[src/rtl/data_mem_arbiter.sv]
// data_mem_arbiter: two-master arbiter in front of a single-port data memory.
// Master 0 is the core LSU, master 1 the secondary (trace/debug) port.
// One transaction is in flight at a time; a missing memory response is turned
// into an error response by a timeout counter (TIMEOUT_CYCLES=0 disables it).
// Optional build macro DATA_MEM_ARB_ROUND_ROBIN_EN: round-robin tie break
// instead of fixed priority (master 0 wins ties).
`timescale 1ns/1ps

module data_mem_arbiter #(
   parameter int ADDR_WIDTH     = 8,
   parameter int DATA_WIDTH     = 32,
   parameter int TIMEOUT_CYCLES = 64
) (
   input  logic                                clk,
   input  logic                                rst_n,
   input  logic [1:0]                          m_req_i,
   input  logic [1:0][ADDR_WIDTH-1:0]          m_addr_i,
   input  logic [1:0]                          m_we_i,
   input  logic [1:0][DATA_WIDTH/8-1:0]        m_be_i,
   input  logic [1:0][DATA_WIDTH-1:0]          m_wdata_i,
   output logic [1:0]                          m_gnt_o,
   output logic [1:0]                          m_rvalid_o,
   output logic [DATA_WIDTH-1:0]               m_rdata_o,
   output logic [1:0]                          m_err_o,
   output logic                                mem_req_o,
   output logic [ADDR_WIDTH-1:0]               mem_addr_o,
   output logic                                mem_we_o,
   output logic [DATA_WIDTH/8-1:0]             mem_be_o,
   output logic [DATA_WIDTH-1:0]               mem_wdata_o,
   input  logic                                mem_gnt_i,
   input  logic                                mem_rvalid_i,
   input  logic [DATA_WIDTH-1:0]               mem_rdata_i,
   input  logic                                mem_err_i
);

   localparam int BE_W  = DATA_WIDTH / 8;
   localparam int CNT_W = (TIMEOUT_CYCLES > 1) ? $clog2(TIMEOUT_CYCLES) : 1;

   typedef enum logic [1:0] {ST_IDLE, ST_REQ, ST_RESP} state_e;

   state_e                 state_q, state_d;
   logic                   owner_q, owner_d;
   logic [CNT_W-1:0]       cnt_q, cnt_d;
   logic [ADDR_WIDTH-1:0]  addr_q, addr_d;
   logic                   we_q, we_d;
   logic [BE_W-1:0]        be_q, be_d;
   logic [DATA_WIDTH-1:0]  wdata_q, wdata_d;
   logic                   winner;
   logic                   timeout_hit;

   // Last RESP cycle before the missing response is reported as an error
   assign timeout_hit = (TIMEOUT_CYCLES != 0) && (cnt_q == CNT_W'(TIMEOUT_CYCLES - 1));

`ifdef DATA_MEM_ARB_ROUND_ROBIN_EN
   // rr_q remembers the last granted master; a tie goes to the other one
   logic rr_q, rr_d;

   // Pick the winner: single requester wins outright, a tie goes to ~rr_q
   always_comb begin
      winner = ~m_req_i[0];
      if (m_req_i == 2'b11) begin
         winner = ~rr_q;
      end
      rr_d = rr_q;
      if (state_q == ST_REQ && mem_gnt_i) begin
         rr_d = owner_q;
      end
   end

   // Round-robin pointer; reset value 1 lets master 0 win the first tie
   always_ff @(posedge clk or negedge rst_n) begin
      if (!rst_n) begin
         rr_q <= 1'b1;
      end else begin
         rr_q <= rr_d;
      end
   end
`else
   // Fixed priority: master 0 wins whenever it requests
   always_comb begin
      winner = ~m_req_i[0];
   end
`endif

   // State register
   always_ff @(posedge clk or negedge rst_n) begin
      if (!rst_n) begin
         state_q <= ST_IDLE;
      end else begin
         state_q <= state_d;
      end
   end

   // Next-state and latched-transaction logic
   always_comb begin
      state_d = state_q;
      owner_d = owner_q;
      cnt_d   = cnt_q;
      addr_d  = addr_q;
      we_d    = we_q;
      be_d    = be_q;
      wdata_d = wdata_q;
      case (state_q)
         ST_IDLE: begin
            if (|m_req_i) begin
               owner_d = winner;
               addr_d  = m_addr_i[winner];
               we_d    = m_we_i[winner];
               be_d    = m_be_i[winner];
               wdata_d = m_wdata_i[winner];
               state_d = ST_REQ;
            end
         end
         ST_REQ: begin
            if (mem_gnt_i) begin
               cnt_d   = '0;
               state_d = ST_RESP;
            end
         end
         ST_RESP: begin
            if (mem_rvalid_i || timeout_hit) begin
               state_d = ST_IDLE;
            end else begin
               cnt_d = cnt_q + 1'b1;
            end
         end
         default: state_d = ST_IDLE;
      endcase
   end

   // Latched transaction, owner and timeout counter
   always_ff @(posedge clk or negedge rst_n) begin
      if (!rst_n) begin
         owner_q <= 1'b0;
         cnt_q   <= '0;
         addr_q  <= '0;
         we_q    <= 1'b0;
         be_q    <= '0;
         wdata_q <= '0;
      end else begin
         owner_q <= owner_d;
         cnt_q   <= cnt_d;
         addr_q  <= addr_d;
         we_q    <= we_d;
         be_q    <= be_d;
         wdata_q <= wdata_d;
      end
   end

   // Outputs: memory side from the latched fields, master side routed to owner only
   always_comb begin
      mem_req_o   = 1'b0;
      mem_we_o    = 1'b0;
      mem_addr_o  = '0;
      mem_be_o    = '0;
      mem_wdata_o = '0;
      m_gnt_o     = 2'b00;
      m_rvalid_o  = 2'b00;
      m_err_o     = 2'b00;
      m_rdata_o   = '0;
      case (state_q)
         ST_REQ: begin
            mem_req_o        = 1'b1;
            mem_we_o         = we_q;
            mem_addr_o       = addr_q;
            mem_be_o         = be_q;
            mem_wdata_o      = wdata_q;
            m_gnt_o[owner_q] = mem_gnt_i;
         end
         ST_RESP: begin
            // Reads keep req high so the memory selects a read the cycle after gnt
            mem_req_o   = ~we_q;
            mem_we_o    = we_q;
            mem_addr_o  = addr_q;
            mem_be_o    = be_q;
            mem_wdata_o = wdata_q;
            if (mem_rvalid_i) begin
               m_rvalid_o[owner_q] = 1'b1;
               m_err_o[owner_q]    = mem_err_i;
               m_rdata_o           = mem_rdata_i;
            end else if (timeout_hit) begin
               m_rvalid_o[owner_q] = 1'b1;
               m_err_o[owner_q]    = 1'b1;
            end
         end
         default: ;
      endcase
   end

endmodule

[config.mk]
export PLATFORM = sky130hd
export DESIGN_NAME = data_mem_arbiter
export DESIGN_NICKNAME = d
export VERILOG_FILES = /design/src/rtl/data_mem_arbiter.sv
export SDC_FILE = /design/constraint.sdc
export NUM_CORES = 1
export LEC_CHECK = 0
export ABC_CLOCK_PERIOD_IN_PS = 5150
export CELL_PAD_IN_SITES_DETAIL_PLACEMENT = 1
export CELL_PAD_IN_SITES_GLOBAL_PLACEMENT = 1
export CORE_MARGIN = 4
export CORE_UTILIZATION = 27
export DETAILED_ROUTE_END_ITERATION = 8
export PLACE_DENSITY = 0.95
export SLEW_MARGIN = 25
export SYNTH_ARGS = -nofsm -noshare
export SYNTH_HDL_FRONTEND = slang
export SYNTH_SLANG_ARGS = --single-unit
[constraint.sdc]
create_clock -name clk -period 5.15 [get_ports clk]
set_input_delay 1.03 -clock clk [delete_from_list [all_inputs] [get_ports clk]]
set_output_delay 1.03 -clock clk [all_outputs]
set_load 0.01 [all_outputs]
==> results_tabular.tex, run 1 <==
\begin{tabular}{lr}
\hline
Metric & Value \\
\hline
\multicolumn{2}{l}{\textbf{Layout}} \\
Antenna Diode Count & 0 \\
NumNets Final & 685 \\
Utilization of the core after routing & 48.9\% \\
Layout area overhead & 76.4\% \\
Cell area after layout & 5610 sq um \\
Layout cells sized above 1 & 4.16\% \\
\multicolumn{2}{l}{\textbf{Critical path}} \\
Endpoint required time on the critical path & 4.12 ns \\
Reg2reg start & state\_q[0] \\
Setup crit start & mem\_rvalid\_i \\
Master of the slowest instance on the critical path & sky130\_fd\_sc\_hd\_\_clkdlybuf4s50\_1 \\
Worst path max stage delay & 0.80 ns \\
Terminus of the critical flop-to-flop path & cnt\_q[5] \\
Setup slack on the worst flop-to-flop path & 2.86 ns \\
Max Fanout on Critical Path & 24 \\
Crit path cell chain & clkdlybuf4s50\_1 > buf\_4 > and3\_1 > clkdlybuf4s50\_1 \\
Worst endpoint data arrival time & 2.89 ns \\
Startpoint class of the critical path & input pin \\
Logic depth of the worst register-to-register path & 6 \\
Most used cell, CP & sky130\_fd\_sc\_hd\_\_clkdlybuf4s50\_1 \\
Critical path start-end classification & in -> out \\
Kind of end point of the critical path & output pin \\
\multicolumn{2}{l}{\textbf{Pwr}} \\
Combinational Power Share & 57.9\% \\
Leakage & 2.48 nW \\
Psw & 0.000964 W \\
Power density over cell area & 458 nW/um\^{}2 \\
Share of total power consumed by net switching & 37.5\% \\
Share of total power in sequential cells & 28.2\% \\
Maximum vdd ir drop & 0.292 mV \\
Design internal power & 0.00161 W \\
Clock share of power & 13.9\% \\
\multicolumn{2}{l}{\textbf{Synth}} \\
Most area-hungry cell type in the Yosys netlist & sky130\_fd\_sc\_hd\_\_dfrtp\_1 \\
Flip-flop and latch count after synthesis & 54 \\
Area of the mapped netlist & 3180 sq um \\
Post-Synthesis Net Count & 488 \\
Synthesized area per cell & 8.96 sq um \\
Number of instances in the synthesized netlist & 355 \\
Yosys warns & 0 \\
Synth area leaders & sky130\_fd\_sc\_hd\_\_dfrtp\_1 (42\%), sky130\_fd\_sc\_hd\_\_mux2i\_1 (14\%), sky130\_fd\_sc\_hd\_\_and2\_1 (8.9\%), sky130\_fd\_sc\_hd\_\_o21ai\_0 (7.7\%), sky130\_fd\_sc\_hd\_\_and3\_1 (6.5\%) \\
Area share of the largest cell type after synthesis & 42.5\% \\
Post-synthesis sequential area ratio & 42.5\% \\
Number of different library cells in the post-synthesis netlist & 31 \\
\multicolumn{2}{l}{\textbf{Global routing}} \\
Global-route wire length before repair & 17400 um \\
Overall overflow remaining after global route & 0 \\
Vias in the first global route & 3588 \\
Number of antenna violations at the first check in global routing & 0 \\
Largest net degree at the start of global routing & 55 \\
Global-route usage over all layers & 16.2\% \\
\multicolumn{2}{l}{\textbf{STA}} \\
Worst clock skew & 0.00913 ns \\
Hold violation count in the final report & 0 \\
Endpoints failing setup & 0 \\
Unrepaired setup endpoints after global routing & no \\
Part of the cycle the worst path needs & 76.1\% \\
Maximum clock frequency & 255 MHz \\
Fin. max-slew vios & 0 \\
Worst Max-Slew Pin Slew & 0.789 ns \\
Sum of negative setup slack & 0 ns \\
Worst Setup Slack, final & 1.23 ns \\
Time the final worst path needs with I/O delays and setup & 3.92 ns \\
Relative max-transition margin & 47.4\% \\
Worst hold slack after final layout & 0.472 ns \\
\multicolumn{2}{l}{\textbf{Clock network}} \\
Number of clock sinks & 54 \\
Clock tree from TritonCTS & yes \\
Cts bufs inserted & 5 \\
CTS H-tree depth & 2 \\
Clock tree buffer depth & 2 \\
Number of buffers added for setup after CTS & 0 \\
Number of hold buffers added after cts & 0 \\
Insertion delay of the later-clocked pin in the worst-skew pair & 0.29 ns \\
Cell at the root of the clock tree & sky130\_fd\_sc\_hd\_\_clkbuf\_16 \\
Clock edge transition at the registers on the reported setup and hold paths & 0.06 ns \\
Post-cts gate resize count & 0 \\
\multicolumn{2}{l}{\textbf{Detailed routing}} \\
Count of antenna-violating nets left after detailed routing & 0 \\
Remaining DRCs & 0 \\
Routed WL & 11500 um \\
Detailed Routing Iterations Pass 1 & 4 \\
Number of design-rule violations left by the first detailed-router iteration & 128 \\
Total via count in the routed design & 3360 \\
Wire per inst & 16.5 um \\
Number of vias per cell after detailed routing & 4.83 \\
\multicolumn{2}{l}{\textbf{Run}} \\
Max-Cap Viols & 0 \\
\multicolumn{2}{l}{\textbf{Floorplanning}} \\
Standard cell core area & 11500 sq um \\
Site Rows & 39 \\
Ports placed on the boundary & 213 \\
Die span in x & 117 um \\
Die footprint & 13600 sq um \\
Overall die height & 117 um \\
Initial core utilization & 27.7\% \\
\multicolumn{2}{l}{\textbf{Placement}} \\
Weighted congestion reported at the end of routability-driven placement & 0.807 \\
Placed wire-length estimate after detailed placement & 9200 um \\
Worst slack at placement & 1.24 ns \\
Cell area reported after detailed placement & 5420 sq um \\
IO Port Bufs & 212 \\
\multicolumn{2}{l}{\textbf{Min path}} \\
Endpoint with the worst hold slack & addr\_q[1] \\
Worst Hold Class & reg -> reg \\
Startpoint of the worst hold path & addr\_q[1] \\
Number of cells on the worst hold path & 2 \\
\multicolumn{2}{l}{\textbf{Run status}} \\
Status & completed \\
\hline
\end{tabular}
[worst max-delay path, delay by kind of cell]
family	cells	cell delay, ns
buffers and inverters	3	1.66
AND/OR/NAND/NOR	1	0.18
[worst max-delay path by stage]
stage | end | slack (ns)
floorplan | m_err_o[0] | 2.39
global placement | m_rdata_o[9] | 1.35
detailed placement | m_rdata_o[11] | 1.24
CTS | m_err_o[0] | 1.19
global route | m_err_o[0] | 1.11
finish | m_rdata_o[11] | 1.23
[logic make-up (layout without fill, tap and decap cells)]
group / Yosys count / after routing / synth area share, %
AOI/OAI and AO/OA: 64 / 64 / 11.4
and+or+nand+nor: 154 / 154 / 25.5
muxes: 48 / 48 / 15.2
DFF: 54 / 54 / 42.5
adders and majority gates: 4 / 4 / 1.57
buffers and inverters: 31 / 229 / 3.85
[cell usage in the layout, fill, tap and decap left out, drive strengths merged, types with 5 or more instances in the layout]
cell type      count
clkdlybuf4s50    210
nand2             55
dfrtp             54
o21ai             50
mux2i             46
and2              45
and3              33
nor2              10
clkbuf             7
buf                7
a21oi              5
[layer usage]
metal | vias to the layer above | wire length (um) | global-route usage (%)
li1 | 1610 | - | -
met1 | 1587 | 4020 | 16.0
met3 | 5 | 1410 | 6.01
met4 | 0 | 61 | 3.44
met2 | 158 | 5970 | 32.0
met5 | - | 0 | 0
[stage by stage]
step / power (W) / std cells
after CTS: 0.00260 / 695
after global placement: 0.00215 / 687
after detailed placement: 0.00224 / 687
after floorplan: 0.00141 / 355
final: 0.00257 / 696
after global routing: 0.00279 / 696
[power by group through the flow]
stage	clock network, W	logic, W	registers [W]
final	0.000356	0.00149	0.000726
after global routing	0.000388	0.00165	0.000753
after CTS	0.000369	0.00150	0.000728
after detailed placement	0	0.00150	0.000736
after global placement	0	0.00144	0.000713
after floorplan	0	0.000716	0.000692
[state kept, by name (all words and copies together), names as in the netlist]
register	cells
owner_q	1
be_q	4
state_q	2
cnt_q	6
we_q	1
wdata_q	32
addr_q	8
[area by class of cell]
cell class | instances | area (sq um)
clock buffer | 7 | 153
clock inverter | 1 | 8.76
fill | 1292 | 5860
inverter | 4 | 15.0
multi-input combinational | 270 | 1720
sequential | 54 | 1350
tap | 143 | 179
timing repair buffer | 217 | 2180
[synthesized netlist by cell type]
| master | number |
|---|---|
| sky130_fd_sc_hd__a21boi_0 | 1 |
| sky130_fd_sc_hd__a21oi_1 | 4 |
| sky130_fd_sc_hd__a21oi_4 | 1 |
| sky130_fd_sc_hd__a221o_2 | 1 |
| sky130_fd_sc_hd__a222oi_1 | 1 |
| sky130_fd_sc_hd__a41oi_1 | 2 |
| sky130_fd_sc_hd__and2_1 | 45 |
| sky130_fd_sc_hd__and3_1 | 33 |
| sky130_fd_sc_hd__and4_4 | 1 |
| sky130_fd_sc_hd__and4b_1 | 1 |
| sky130_fd_sc_hd__buf_2 | 5 |
| sky130_fd_sc_hd__clkbuf_1 | 22 |
| sky130_fd_sc_hd__dfrtp_1 | 54 |
| sky130_fd_sc_hd__ha_1 | 4 |
| sky130_fd_sc_hd__inv_1 | 4 |
| sky130_fd_sc_hd__mux2_2 | 2 |
| sky130_fd_sc_hd__mux2i_1 | 46 |
| sky130_fd_sc_hd__nand2_1 | 55 |
| sky130_fd_sc_hd__nand2b_1 | 1 |
| sky130_fd_sc_hd__nand3_1 | 1 |
| sky130_fd_sc_hd__nand3b_1 | 1 |
| sky130_fd_sc_hd__nand4_1 | 1 |
| sky130_fd_sc_hd__nand4b_1 | 1 |
| sky130_fd_sc_hd__nor2_1 | 10 |
| sky130_fd_sc_hd__nor2b_1 | 1 |
| sky130_fd_sc_hd__nor3_1 | 2 |
| sky130_fd_sc_hd__nor3b_1 | 1 |
| sky130_fd_sc_hd__o211ai_1 | 2 |
| sky130_fd_sc_hd__o21a_1 | 2 |
| sky130_fd_sc_hd__o21ai_0 | 49 |
| sky130_fd_sc_hd__o21ai_1 | 1 |
(Power assumes the default switching activity.)
==> run 2, diff against run 1 <==
Settings changed: ABC_CLOCK_PERIOD_IN_PS 5150 to 3300, CORE_UTILIZATION 27 to 22, PLACE_DENSITY 0.95 to 0.86.
Clock period 5.15 ns to 3.3 ns, I/O delays scaled along.
==> run 2 against run 1 <==
Against the previous run: clock skew is 0.0032 ns lower; combinational power is 57% higher; register-to-register slack worse by 1.6 ns; global-route usage is 1.9 points lower; sequential cell count stayed put; utilization is 8.4 points lower; critical path type is now reg -> out; clock power is 67% higher; power is 58% higher.
==> results_tabular.tex, run 2 (synthesis gave the netlist of run 1 again) <==
\begin{tabular}{lr}
\hline
Metric & Value \\
\hline
\multicolumn{2}{l}{\textbf{Min path}} \\
Worst Hold Class & in -> async (was reg -> reg) \\
\multicolumn{2}{l}{\textbf{STA}} \\
Worst clock skew & 0.00597 ns (was 0.00913 ns) \\
Worst Max-Slew Pin Slew & 0.590 ns (was 0.789 ns) \\
Hold violation count in the final report & 0 (unchanged) \\
Worst hold slack after final layout & 0.362 ns (was 0.472 ns) \\
Relative max-transition margin & 60.3\% (was 47.4\%) \\
Time the final worst path needs with I/O delays and setup & 3.06 ns \\
Part of the cycle the worst path needs & 92.6\% \\
Endpoints failing setup & 0 (unchanged) \\
Sum of negative setup slack & 0 ns (unchanged) \\
Maximum clock frequency & 327 MHz \\
Fin. max-slew vios & 0 (unchanged) \\
Unrepaired setup endpoints after global routing & no (unchanged) \\
\multicolumn{2}{l}{\textbf{Floorplanning}} \\
Standard cell core area & 14000 sq um (was 11500 sq um) \\
Overall die height & 128 um (was 117 um) \\
Initial core utilization & 22.6\% (was 27.7\%) \\
Ports placed on the boundary & 213 (unchanged) \\
Site Rows & 43 (was 39) \\
Die span in x & 128 um (was 117 um) \\
Die footprint & 16400 sq um (was 13600 sq um) \\
\multicolumn{2}{l}{\textbf{Layout}} \\
NumNets Final & 690 (was 685) \\
Antenna Diode Count & 0 (unchanged) \\
Layout area overhead & 78.8\% (was 76.4\%) \\
Number of flip-flops in the largest register & 32 (unchanged) \\
Register containing the most flip-flops in the final layout & wdata\_q (unchanged) \\
Top library cells by usage in the layout, fill and taps aside & sky130\_fd\_sc\_hd\_\_clkdlybuf4s50\_1 (210), sky130\_fd\_sc\_hd\_\_nand2\_1 (55), sky130\_fd\_sc\_hd\_\_dfrtp\_1 (54) (unchanged) \\
Top Registers & wdata\_q (32), addr\_q (8), cnt\_q (6) (unchanged) \\
Most common cell after layout, fill and taps aside & sky130\_fd\_sc\_hd\_\_clkdlybuf4s50\_1 (unchanged) \\
Layout cells sized above 1 & 4.30\% (was 4.16\%) \\
\multicolumn{2}{l}{\textbf{Global routing}} \\
Vias in the first global route & 3645 (was 3588) \\
Largest net degree at the start of global routing & 93 (was 55) \\
Overall overflow remaining after global route & 0 (unchanged) \\
Global-route wire length before repair & 18900 um (was 17400 um) \\
Number of antenna violations at the first check in global routing & 0 (unchanged) \\
Global-route usage over all layers & 14.3\% (was 16.2\%) \\
\multicolumn{2}{l}{\textbf{Critical path}} \\
Crit path cell chain & ha\_1 > and4\_4 > nand2\_1 > o21ai\_0 > nor3b\_1 > clkdlybuf4s50\_1 (was clkdlybuf4s50\_1 > buf\_4 > and3\_1 > clkdlybuf4s50\_1) \\
Startpoint class of the critical path & flip-flop (was input pin) \\
Setup slack on the worst flop-to-flop path & 1.22 ns (was 2.86 ns) \\
Max Fanout on Critical Path & 5 (was 24) \\
Cell type group with the largest total delay on the critical path & simple AND/OR/NAND/NOR gates (was buffers and inverters) \\
Kind of end point of the critical path & output pin (unchanged) \\
Logic depth of the worst register-to-register path & 6 (unchanged) \\
Endpoint required time on the critical path & 2.64 ns (was 4.12 ns) \\
Master of the slowest instance on the critical path & sky130\_fd\_sc\_hd\_\_clkdlybuf4s50\_1 (unchanged) \\
Critical path start-end classification & reg -> out (was in -> out) \\
Worst path max stage delay & 0.59 ns (was 0.80 ns) \\
Reg2reg start & state\_q[0] (unchanged) \\
Worst endpoint data arrival time & 2.40 ns (was 2.89 ns) \\
Terminus of the critical flop-to-flop path & cnt\_q[5] (unchanged) \\
Bufs and invs on worst path & 1 (was 3) \\
\multicolumn{2}{l}{\textbf{Detailed routing}} \\
Number of vias per cell after detailed routing & 4.57 (was 4.83) \\
Wire per inst & 16.1 um (was 16.5 um) \\
Met2 Wirelength & 5760 um (was 5970 um) \\
Count of antenna-violating nets left after detailed routing & 0 (unchanged) \\
Post-route met1 wirelength & 4500 um (was 4020 um) \\
Detailed Routing Iterations Pass 1 & 4 (unchanged) \\
Total via count in the routed design & 3369 (was 3360) \\
Highest routing layer actually used & met4 (unchanged) \\
Number of design-rule violations left by the first detailed-router iteration & 107 (was 128) \\
Met3 wire length & 1470 um (was 1410 um) \\
Remaining DRCs & 0 (unchanged) \\
Routed WL & 11800 um (was 11500 um) \\
\multicolumn{2}{l}{\textbf{Pwr}} \\
Maximum vdd ir drop & 0.263 mV (was 0.292 mV) \\
Leakage & 2.50 nW (was 2.48 nW) \\
Power density over cell area & 714 nW/um\^{}2 (was 458 nW/um\^{}2) \\
\multicolumn{2}{l}{\textbf{Clock network}} \\
Number of buffers added for setup after CTS & 0 (unchanged) \\
Post-cts gate resize count & 0 (unchanged) \\
Insertion delay of the later-clocked pin in the worst-skew pair & 0.29 ns (about the same) \\
Cts bufs inserted & 5 (unchanged) \\
Number of clock sinks & 54 (unchanged) \\
Clock tree from TritonCTS & yes (unchanged) \\
Cell at the root of the clock tree & sky130\_fd\_sc\_hd\_\_clkbuf\_16 (unchanged) \\
Number of hold buffers added after cts & 0 (unchanged) \\
Clock edge transition at the registers on the reported setup and hold paths & 0.07 ns (was 0.06 ns) \\
Clock tree buffer depth & 2 (unchanged) \\
CTS H-tree depth & 2 (unchanged) \\
\multicolumn{2}{l}{\textbf{Placement}} \\
IO Port Bufs & 212 (unchanged) \\
Placed wire-length estimate after detailed placement & 9500 um (was 9200 um) \\
Weighted congestion reported at the end of routability-driven placement & 0.892 (was 0.807) \\
\multicolumn{2}{l}{\textbf{Run status}} \\
Status & completed (unchanged) \\
\multicolumn{2}{l}{\textbf{Run}} \\
Max-Cap Viols & 0 (unchanged) \\
\hline
\end{tabular}
run 2: cell count changes in the layout (fill, tap and decap cells not counted):
cell	delta
sky130_fd_sc_hd__buf_12	+1
sky130_fd_sc_hd__buf_16	-1
sky130_fd_sc_hd__buf_2	-1
sky130_fd_sc_hd__buf_4	+6
sky130_fd_sc_hd__bufinv_16	+1
sky130_fd_sc_hd__clkbuf_1	+2
sky130_fd_sc_hd__clkbuf_8	-2
sky130_fd_sc_hd__clkinv_4	-1
sky130_fd_sc_hd__ha_1	+2
sky130_fd_sc_hd__ha_2	-2
run 2: worst reg2reg max path, stage by stage, from the launching register on:
cell                      delay [ns]
sky130_fd_sc_hd__dfrtp_1        0.40
sky130_fd_sc_hd__inv_1          0.09
sky130_fd_sc_hd__ha_1           0.39
sky130_fd_sc_hd__inv_1          0.22
sky130_fd_sc_hd__o21ai_0        0.54
sky130_fd_sc_hd__a41oi_1        0.21
sky130_fd_sc_hd__a21oi_1        0.16
run 2: area by class of cell:
| cell class | count | area, sq um |
|---|---|---|
| flip-flops and latches | 54 | 1350 |
| inverters | 4 | 15.0 |
| clock buffers | 7 | 133 |
| fillers | 1613 | 8360 |
| multi-input cells | 270 | 1720 |
| well taps | 180 | 225 |
| clock inverters | 1 | 30.0 |
| repair buffers | 222 | 2210 |
run 2: per-layer routing:
layer | vias to the layer above | track usage, %
met4 | 0 | 3.06
met3 | 7 | 5.42
met1 | 1573 | 16.2
li1 | 1621 | -
met2 | 168 | 25.4
met5 | - | 0
run 2: how the worst max path moves through the flow:
stage / startpoint / end / cells past startpoint
after floorplan: cnt_q[0] / m_err_o[0] / 5
after global placement: mem_rvalid_i / m_err_o[0] / 5
after detailed placement: mem_rvalid_i / m_err_o[0] / 4
after CTS: cnt_q[0] / m_err_o[0] / 6
after global routing: cnt_q[0] / m_err_o[0] / 6
final: cnt_q[0] / m_err_o[0] / 6
run 2: through the flow:
stage / utilization (%) / setup slack, ns / instance area, sq um / cells / power [W]
floorplan: - / 1.25 / 3180 / 355 / 0.00220
global placement: 39.3 / 0.377 / 5520 / 730 / 0.00343
detailed placement: 39.3 / 0.355 / 5520 / 730 / 0.00353
CTS: 40.5 / 0.174 / 5680 / 738 / 0.00416
global route: 40.5 / 0.0504 / 5690 / 738 / 0.00441
finish: 40.5 / 0.244 / 5690 / 738 / 0.00406
run 2: where the power goes:
group | internal, W | total, W | switching, W
Sequential | 0.000962 | 0.00112 | 0.000163
Combinational | 0.00121 | 0.00234 | 0.00113
Clock | 0.000359 | 0.000594 | 0.000235
